[src/rtl/serial_parallel_align_pkg.sv]
// Shared definitions for the four-lane serial-to-parallel aligner.
package serial_parallel_align_pkg;

  // K28.5 data byte used to lock byte boundaries
  localparam logic [7:0] COM = 8'hBC;

  typedef enum logic [1:0] {
    SEEK   = 2'd0,
    ALIGN  = 2'd1,
    LOCKED = 2'd2
  } lane_state_t;

  // LOCKED boundaries without COM before a lane gives up its lock
  localparam int unsigned SYNC_LOSS_LIMIT = 16;
  localparam logic [3:0]  LOSS_MAX        = 4'(SYNC_LOSS_LIMIT - 1);

endpackage

[src/rtl/serial_parallel_align_if.sv]
// Serial inputs and aligned parallel outputs of serial_parallel_align.
interface serial_parallel_align_if;
  logic       serial_0;
  logic       serial_1;
  logic       serial_2;
  logic       serial_3;
  logic [7:0] Lane_0;
  logic [7:0] Lane_1;
  logic [7:0] Lane_2;
  logic [7:0] Lane_3;
  logic       lock_0;
  logic       lock_1;
  logic       lock_2;
  logic       lock_3;
  logic       active;
  logic       byte_stb;
  logic [1:0] ctr_3;

  modport master (
    output serial_0, serial_1, serial_2, serial_3,
    input  Lane_0, Lane_1, Lane_2, Lane_3,
    input  lock_0, lock_1, lock_2, lock_3,
    input  active, byte_stb, ctr_3
  );

  modport slave (
    input  serial_0, serial_1, serial_2, serial_3,
    output Lane_0, Lane_1, Lane_2, Lane_3,
    output lock_0, lock_1, lock_2, lock_3,
    output active, byte_stb, ctr_3
  );
endinterface

[src/rtl/serial_parallel_align_sp_lane.sv]
// One lane: shift register, byte counter, COM alignment FSM and byte output.
// With SYNC_LOSS_EN defined, a LOCKED lane drops back to SEEK after
// SYNC_LOSS_LIMIT consecutive boundaries without COM.
module sp_lane
  import serial_parallel_align_pkg::*;
(
  input  logic       clk2M,
  input  logic       reset_L,
  input  logic       serial,
  output logic [7:0] lane_byte,
  output logic       lock,
  output logic       lock_bnd
);

  lane_state_t state;
  logic [7:0]  sr;
  logic [2:0]  bcnt;
  logic [7:0]  window;
  logic        is_com;
  logic        bnd;

  // COM is matched against the shift register plus the bit arriving now
  assign window   = {sr[6:0], serial};
  assign is_com   = (window == COM);
  assign bnd      = (state != SEEK) && (bcnt == 3'd7);
  assign lock     = (state == LOCKED);
  assign lock_bnd = lock && bnd;

`ifdef SYNC_LOSS_EN
  logic [3:0] miss;
`endif

  // Bit shifting, byte counting, alignment FSM and aligned byte capture
  always_ff @(posedge clk2M or negedge reset_L) begin
    if (!reset_L) begin
      state     <= SEEK;
      sr        <= '0;
      bcnt      <= '0;
      lane_byte <= '0;
`ifdef SYNC_LOSS_EN
      miss      <= '0;
`endif
    end else begin
      sr <= window;
      case (state)
        SEEK: begin
          if (is_com) begin
            state <= ALIGN;
            bcnt  <= '0;
          end
        end
        ALIGN: begin
          bcnt <= bcnt + 3'd1;
          if (bnd) begin
            state <= is_com ? LOCKED : SEEK;
`ifdef SYNC_LOSS_EN
            miss  <= '0;
`endif
          end
        end
        LOCKED: begin
          bcnt <= bcnt + 3'd1;
          if (bnd) begin
            lane_byte <= window;
`ifdef SYNC_LOSS_EN
            if (is_com)
              miss <= '0;
            else if (miss == LOSS_MAX)
              state <= SEEK;
            else
              miss <= miss + 4'd1;
`endif
          end
        end
        default: state <= SEEK;
      endcase
    end
  end

endmodule

[src/rtl/serial_parallel_align.sv]
// Four-lane serial-to-parallel converter with per-lane COM alignment.
// Produces the byte strobe and ctr_3 lane-select sequence for the joiner.
// Optional feature: SYNC_LOSS_EN (lock loss after 16 boundaries without COM).
module serial_parallel_align
  import serial_parallel_align_pkg::*;
(
  input  logic                    clk2M,
  input  logic                    reset_L,
  serial_parallel_align_if.slave  bus
);

  logic [3:0] lock_bnd_v;
  logic       unused_bnd;
  logic       phase;
  logic [1:0] ctr;
  logic       stb;

  sp_lane u_lane_0 (.clk2M(clk2M), .reset_L(reset_L), .serial(bus.serial_0),
                    .lane_byte(bus.Lane_0), .lock(bus.lock_0), .lock_bnd(lock_bnd_v[0]));
  sp_lane u_lane_1 (.clk2M(clk2M), .reset_L(reset_L), .serial(bus.serial_1),
                    .lane_byte(bus.Lane_1), .lock(bus.lock_1), .lock_bnd(lock_bnd_v[1]));
  sp_lane u_lane_2 (.clk2M(clk2M), .reset_L(reset_L), .serial(bus.serial_2),
                    .lane_byte(bus.Lane_2), .lock(bus.lock_2), .lock_bnd(lock_bnd_v[2]));
  sp_lane u_lane_3 (.clk2M(clk2M), .reset_L(reset_L), .serial(bus.serial_3),
                    .lane_byte(bus.Lane_3), .lock(bus.lock_3), .lock_bnd(lock_bnd_v[3]));

  // Only lane 0 paces the byte strobe; other lanes' boundaries are not needed
  assign unused_bnd = ^lock_bnd_v[3:1];

  assign bus.active   = bus.lock_0 & bus.lock_1 & bus.lock_2 & bus.lock_3;
  assign bus.byte_stb = stb;
  assign bus.ctr_3    = ctr;

  // Byte strobe follows lane 0's boundary; ctr_3 steps every two clocks
  // and restarts at 0 together with the strobe or while not active
  always_ff @(posedge clk2M or negedge reset_L) begin
    if (!reset_L) begin
      stb   <= 1'b0;
      ctr   <= '0;
      phase <= 1'b0;
    end else begin
      stb <= lock_bnd_v[0];
      if (!bus.active || lock_bnd_v[0]) begin
        ctr   <= '0;
        phase <= 1'b0;
      end else begin
        phase <= ~phase;
        if (phase)
          ctr <= ctr + 2'd1;
      end
    end
  end

endmodule

[src/flat_wrapper.sv]
// flat-port wrapper written by rule: the top's interface ports become plain ports
module serial_parallel_align_flat import serial_parallel_align_pkg::*;
  (clk2M, reset_L, bus_serial_0, bus_serial_1, bus_serial_2, bus_serial_3, bus_Lane_0, bus_Lane_1, bus_Lane_2, bus_Lane_3, bus_lock_0, bus_lock_1, bus_lock_2, bus_lock_3, bus_active, bus_byte_stb, bus_ctr_3);
  serial_parallel_align_if bus_i ();
  input  logic clk2M;
  input  logic reset_L;
  input wire logic [$bits(bus_i.serial_0)-1:0] bus_serial_0;
  input wire logic [$bits(bus_i.serial_1)-1:0] bus_serial_1;
  input wire logic [$bits(bus_i.serial_2)-1:0] bus_serial_2;
  input wire logic [$bits(bus_i.serial_3)-1:0] bus_serial_3;
  output wire logic [$bits(bus_i.Lane_0)-1:0] bus_Lane_0;
  output wire logic [$bits(bus_i.Lane_1)-1:0] bus_Lane_1;
  output wire logic [$bits(bus_i.Lane_2)-1:0] bus_Lane_2;
  output wire logic [$bits(bus_i.Lane_3)-1:0] bus_Lane_3;
  output wire logic [$bits(bus_i.lock_0)-1:0] bus_lock_0;
  output wire logic [$bits(bus_i.lock_1)-1:0] bus_lock_1;
  output wire logic [$bits(bus_i.lock_2)-1:0] bus_lock_2;
  output wire logic [$bits(bus_i.lock_3)-1:0] bus_lock_3;
  output wire logic [$bits(bus_i.active)-1:0] bus_active;
  output wire logic [$bits(bus_i.byte_stb)-1:0] bus_byte_stb;
  output wire logic [$bits(bus_i.ctr_3)-1:0] bus_ctr_3;
  assign bus_i.serial_0 = bus_serial_0;
  assign bus_i.serial_1 = bus_serial_1;
  assign bus_i.serial_2 = bus_serial_2;
  assign bus_i.serial_3 = bus_serial_3;
  assign bus_Lane_0 = bus_i.Lane_0;
  assign bus_Lane_1 = bus_i.Lane_1;
  assign bus_Lane_2 = bus_i.Lane_2;
  assign bus_Lane_3 = bus_i.Lane_3;
  assign bus_lock_0 = bus_i.lock_0;
  assign bus_lock_1 = bus_i.lock_1;
  assign bus_lock_2 = bus_i.lock_2;
  assign bus_lock_3 = bus_i.lock_3;
  assign bus_active = bus_i.active;
  assign bus_byte_stb = bus_i.byte_stb;
  assign bus_ctr_3 = bus_i.ctr_3;
  serial_parallel_align u_core (.clk2M(clk2M), .reset_L(reset_L), .bus(bus_i));
endmodule
[config.mk]
export PLATFORM = sky130hd
export DESIGN_NAME = serial_parallel_align_flat
export DESIGN_NICKNAME = d
export VERILOG_FILES = /design/src/rtl/serial_parallel_align_pkg.sv /design/src/rtl/serial_parallel_align_if.sv /design/src/rtl/serial_parallel_align_sp_lane.sv /design/src/rtl/serial_parallel_align.sv /design/src/flat_wrapper.sv
export SDC_FILE = /design/constraint.sdc
export NUM_CORES = 1
export LEC_CHECK = 0
export CORE_MARGIN = 8
export CORE_UTILIZATION = 35
export CTS_CLUSTER_SIZE = 12
export DETAILED_ROUTE_END_ITERATION = 16
export GPL_TIMING_DRIVEN = 0
export SKIP_LAST_GASP = 1
export SLEW_MARGIN = 20
export SYNTH_ARGS = -nofsm -noshare
export SYNTH_HDL_FRONTEND = slang
export SYNTH_SLANG_ARGS = --single-unit
[constraint.sdc]
create_clock -name clk2M -period 4.7 [get_ports clk2M]
set_input_delay 0.705 -clock clk2M [delete_from_list [all_inputs] [get_ports clk2M]]
set_output_delay 0.705 -clock clk2M [all_outputs]
set_load 0.01 [all_outputs]
==> results_dict.tcl <==
set metrics [dict create \
    outcome "complete, no violations" \
    cap_viol_max_count 0 \
    track_usage 0.0972 \
    gp_congestion 0.680 \
    die-area_um2 13200 \
    cts_buffer_depth 2 \
    timing.final.crit_period_ns 2.63 \
    htreeDepth 3 \
    criticalPathCategory "flip-flop to primary output" \
    reg2reg_depth 4 \
    synth_top_family_by_area "multiplexers" \
    reg2reg_from "u_core.u_lane_0.state[0]" \
    dp.cells 408 \
    wl_per_cell_um 14.1 \
    synth_top_area_frac 0.615 \
    fp.dieW_um 115 \
    crit_buf_inv 2 \
    slew_headroom 0.687 \
    core_um2 9640 \
    finalNonFillerCells 424 \
    grt_antenna_before_repair 0 \
    r2r_end "u_core.u_lane_0.lane_byte[4]" \
    synth.yosys.warnings 0 \
    finalCritPeriodShare 0.560 \
    cp_slowest_stage_delay_ns 0.55 \
    rsz0062_at_grt "false" \
    io_pins 46 \
    cts_hold_buffers 0 \
    synthDistinctLibCells 35 \
    cp.required_ns 3.99 \
    grt_overflow_total 0 \
    vias_per_cell 4.71 \
    synth_top_area_cell "dfrtp_1" \
    synth_edf_count 0 \
    grt_pass1_wl_mm 10.1 \
    powerDensity_nw_per_um2 334 \
    postSynthCellCount 229 \
    synth.avg_cell_area_um2 14.9 \
    postSynthNetCount 255 \
    synthSimpleGateAreaFrac 0.0860 \
    vias 1998 \
    route.detailed.drc 0 \
    crit_chain "inv_1, ha_1, and4_1, clkdlybuf4s50_1" \
    cts_root_buffer "clkbuf_8" \
    ys_seq_elements 84 \
    synthAdderAreaFrac 0.0732 \
    clk_pin_slew_worst_paths_ns 0.08 \
    synth.cell_area_um2 3420 \
    synth-compound-area-share 0.0897 \
    r2r_slack_ns 2.96 \
    p_leak_nw 1.96 \
    clk_latency_ns 0.35 \
    syn2layout_area_growth_pct 24.4 \
    ir_drop_v 0.000132 \
    ys_top_cells_by_count "84 x dfrtp_1, 32 x mux2_2, 20 x ha_1, 12 x inv_1, 9 x a21oi_1" \
    finalWirelength_mm 6.00 \
    grt_pass1_vias 2085 \
    nets 312 \
    worstPathArrival_ns 1.93 \
    worst_slew_pin_slew_ns 0.469 \
    synthArstFlopShare 1.00 \
    crit_path_end_kind "primary output" \
    hpwl_mm 4.24 \
    finalSetupViolCount 0 \
    cp_top_family "buffers and inverters" \
    cts_tree "done" \
    cts_resized 0 \
    synthTopCellsByArea "dfrtp_1 61%, mux2_2 11%, ha_1 7.3%, nand4b_4 2.1%, a32o_1 1.8%" \
    portBuffers 45 \
    die_h_um 115 \
    diodes 0 \
    synth_xor_area_frac 0.00769 \
    final_layout_size_suffix_gt1_frac 0.206 \
    drt_iter0_markers 51 \
    grt_max_degree 52 \
    post-cts-setup-buffers 0 \
    slowest_stage "clkdlybuf4s50_1" \
    total_power_mw 1.42 \
    synth_flop_cell "dfrtp_1" \
    crit_path_max_fanout 4 \
    yosysMostFrequentCell "dfrtp_1" \
    critical_path.startpoint_type "flip-flop" \
    num_rows 36 \
    synthMuxAreaShare 0.114 \
    fmax_mhz 380 \
    cts_buffers 9 \
    finClkSkew_ns 0.00553 \
    drt-pass1-iter-count 4 \
    drv_slew 0 \
    ys_seq_area_frac 0.615 \
    finalHoldViolCount 0 \
    initial_core_util 0.355 \
    hold_path.class "input port to async pin" \
    clock_sinks 84 \
    ant_nets 0 \
]
## area by class of cell
| type | count | area [um^2] |
|---|---|---|
| tap | 133 | 166 |
| multi-input combinational | 132 | 1270 |
| timing repair buffer | 46 | 475 |
| inverter | 12 | 45.0 |
| buffer | 1 | 3.75 |
| fill | 914 | 5390 |
| sequential | 84 | 2100 |
| clock inverter | 6 | 65.1 |
| clock buffer | 10 | 128 |
## sequential cells by signal, indices dropped and copies added (netlist names), 3 cells and up
signal and count:
u_core.u_lane_0.bcnt 3, u_core.u_lane_0.lane_byte 8, u_core.u_lane_0.sr 7, u_core.u_lane_1.bcnt 3, u_core.u_lane_1.lane_byte 8, u_core.u_lane_1.sr 7
u_core.u_lane_2.bcnt 3, u_core.u_lane_2.lane_byte 8, u_core.u_lane_2.sr 7, u_core.u_lane_3.bcnt 3, u_core.u_lane_3.lane_byte 8, u_core.u_lane_3.sr 7
## worst register-to-register path, delay by kind of cell, from the launching register on
family	cells	cell delay [ns]
adder cells (fa/ha/maj)	1	0.32
buffers and inverters	1	0.10
flip-flops	1	0.40
multiplexers	1	0.40
AND/OR/NAND/NOR	1	0.41
## worst max path at each step
| stage | to | startpoint | slack, ns | cells after the start |
|---|---|---|---|---|
| floorplan | bus_active | u_core.u_lane_1.state[0] | 3.04 | 3 |
| global placement | u_core.u_lane_2.lane_byte[1] | reset_L | -0.18 | 1 |
| detailed placement | u_core.u_lane_1.bcnt[0] | bus_serial_1 | 2.38 | 5 |
| CTS | bus_active | u_core.u_lane_3.state[0] | 2.03 | 4 |
| global route | bus_active | u_core.u_lane_2.state[0] | 1.97 | 4 |
| finish | bus_active | u_core.u_lane_2.state[0] | 2.07 | 4 |
## stage by stage
| stage | hold slack (ns) | cell area (um^2) | utilization | setup WS, ns | setup TNS [ns] |
|---|---|---|---|---|---|
| floorplan | 0.362 | 3420 | - | 3.04 | 0 |
| global placement | 0.382 | 4040 | 0.419 | -0.177 | -14.36 |
| detailed placement | 0.382 | 4060 | 0.421 | 2.38 | 0 |
| CTS | 0.309 | 4250 | 0.441 | 2.03 | 0 |
| global route | 0.327 | 4250 | 0.441 | 1.97 | 0 |
| finish | 0.307 | 4250 | 0.441 | 2.07 | 0 |
## routing by layer
| metal | share of wire | global-route usage | vias to the layer above |
|---|---|---|---|
| li1 | - | - | 952 |
| met1 | 0.47 | 0.119 | 1005 |
| met2 | 0.46 | 0.151 | 33 |
| met3 | 0.044 | 0.0247 | 8 |
| met4 | 0.022 | 0.0604 | 0 |
| met5 | 0 | 0 | - |
## kinds of logic (layout without fill, tap and decap cells)
| group | after synthesis | after routing |
|---|---|---|
| AO/OA/AOI/OAI | 36 | 36 |
| XOR/XNOR | 3 | 3 |
| adder cells (fa/ha/maj) | 20 | 20 |
| buffers and inverters | 13 | 75 |
| flip-flops | 84 | 84 |
| multiplexers | 35 | 35 |
| AND/OR/NAND/NOR | 38 | 38 |
## layout by cell type (no fill, tap or decap), types with 3 or more instances in the layout
master and n:
dfrtp_1 84, clkdlybuf4s50_1 44, mux2_2 32, ha_1 20
inv_1 12, a21oi_1 9, clkbuf_8 9, nand3_1 6
a32o_1 6, nand2b_1 5, nand2_1 5, nor2_1 5
nand3b_1 4, a22o_1 4, o21ai_0 3, nor2b_1 3
nand4b_4 3, mux2i_1 3
## where the power goes
group          switching [mW]  total [mW]  internal, mW
combinational          0.0694       0.131        0.0620
sequential             0.0269       0.783         0.756
clock                   0.259       0.504         0.246
total                   0.355        1.42          1.06
Power figures use the tool's default switching activity.
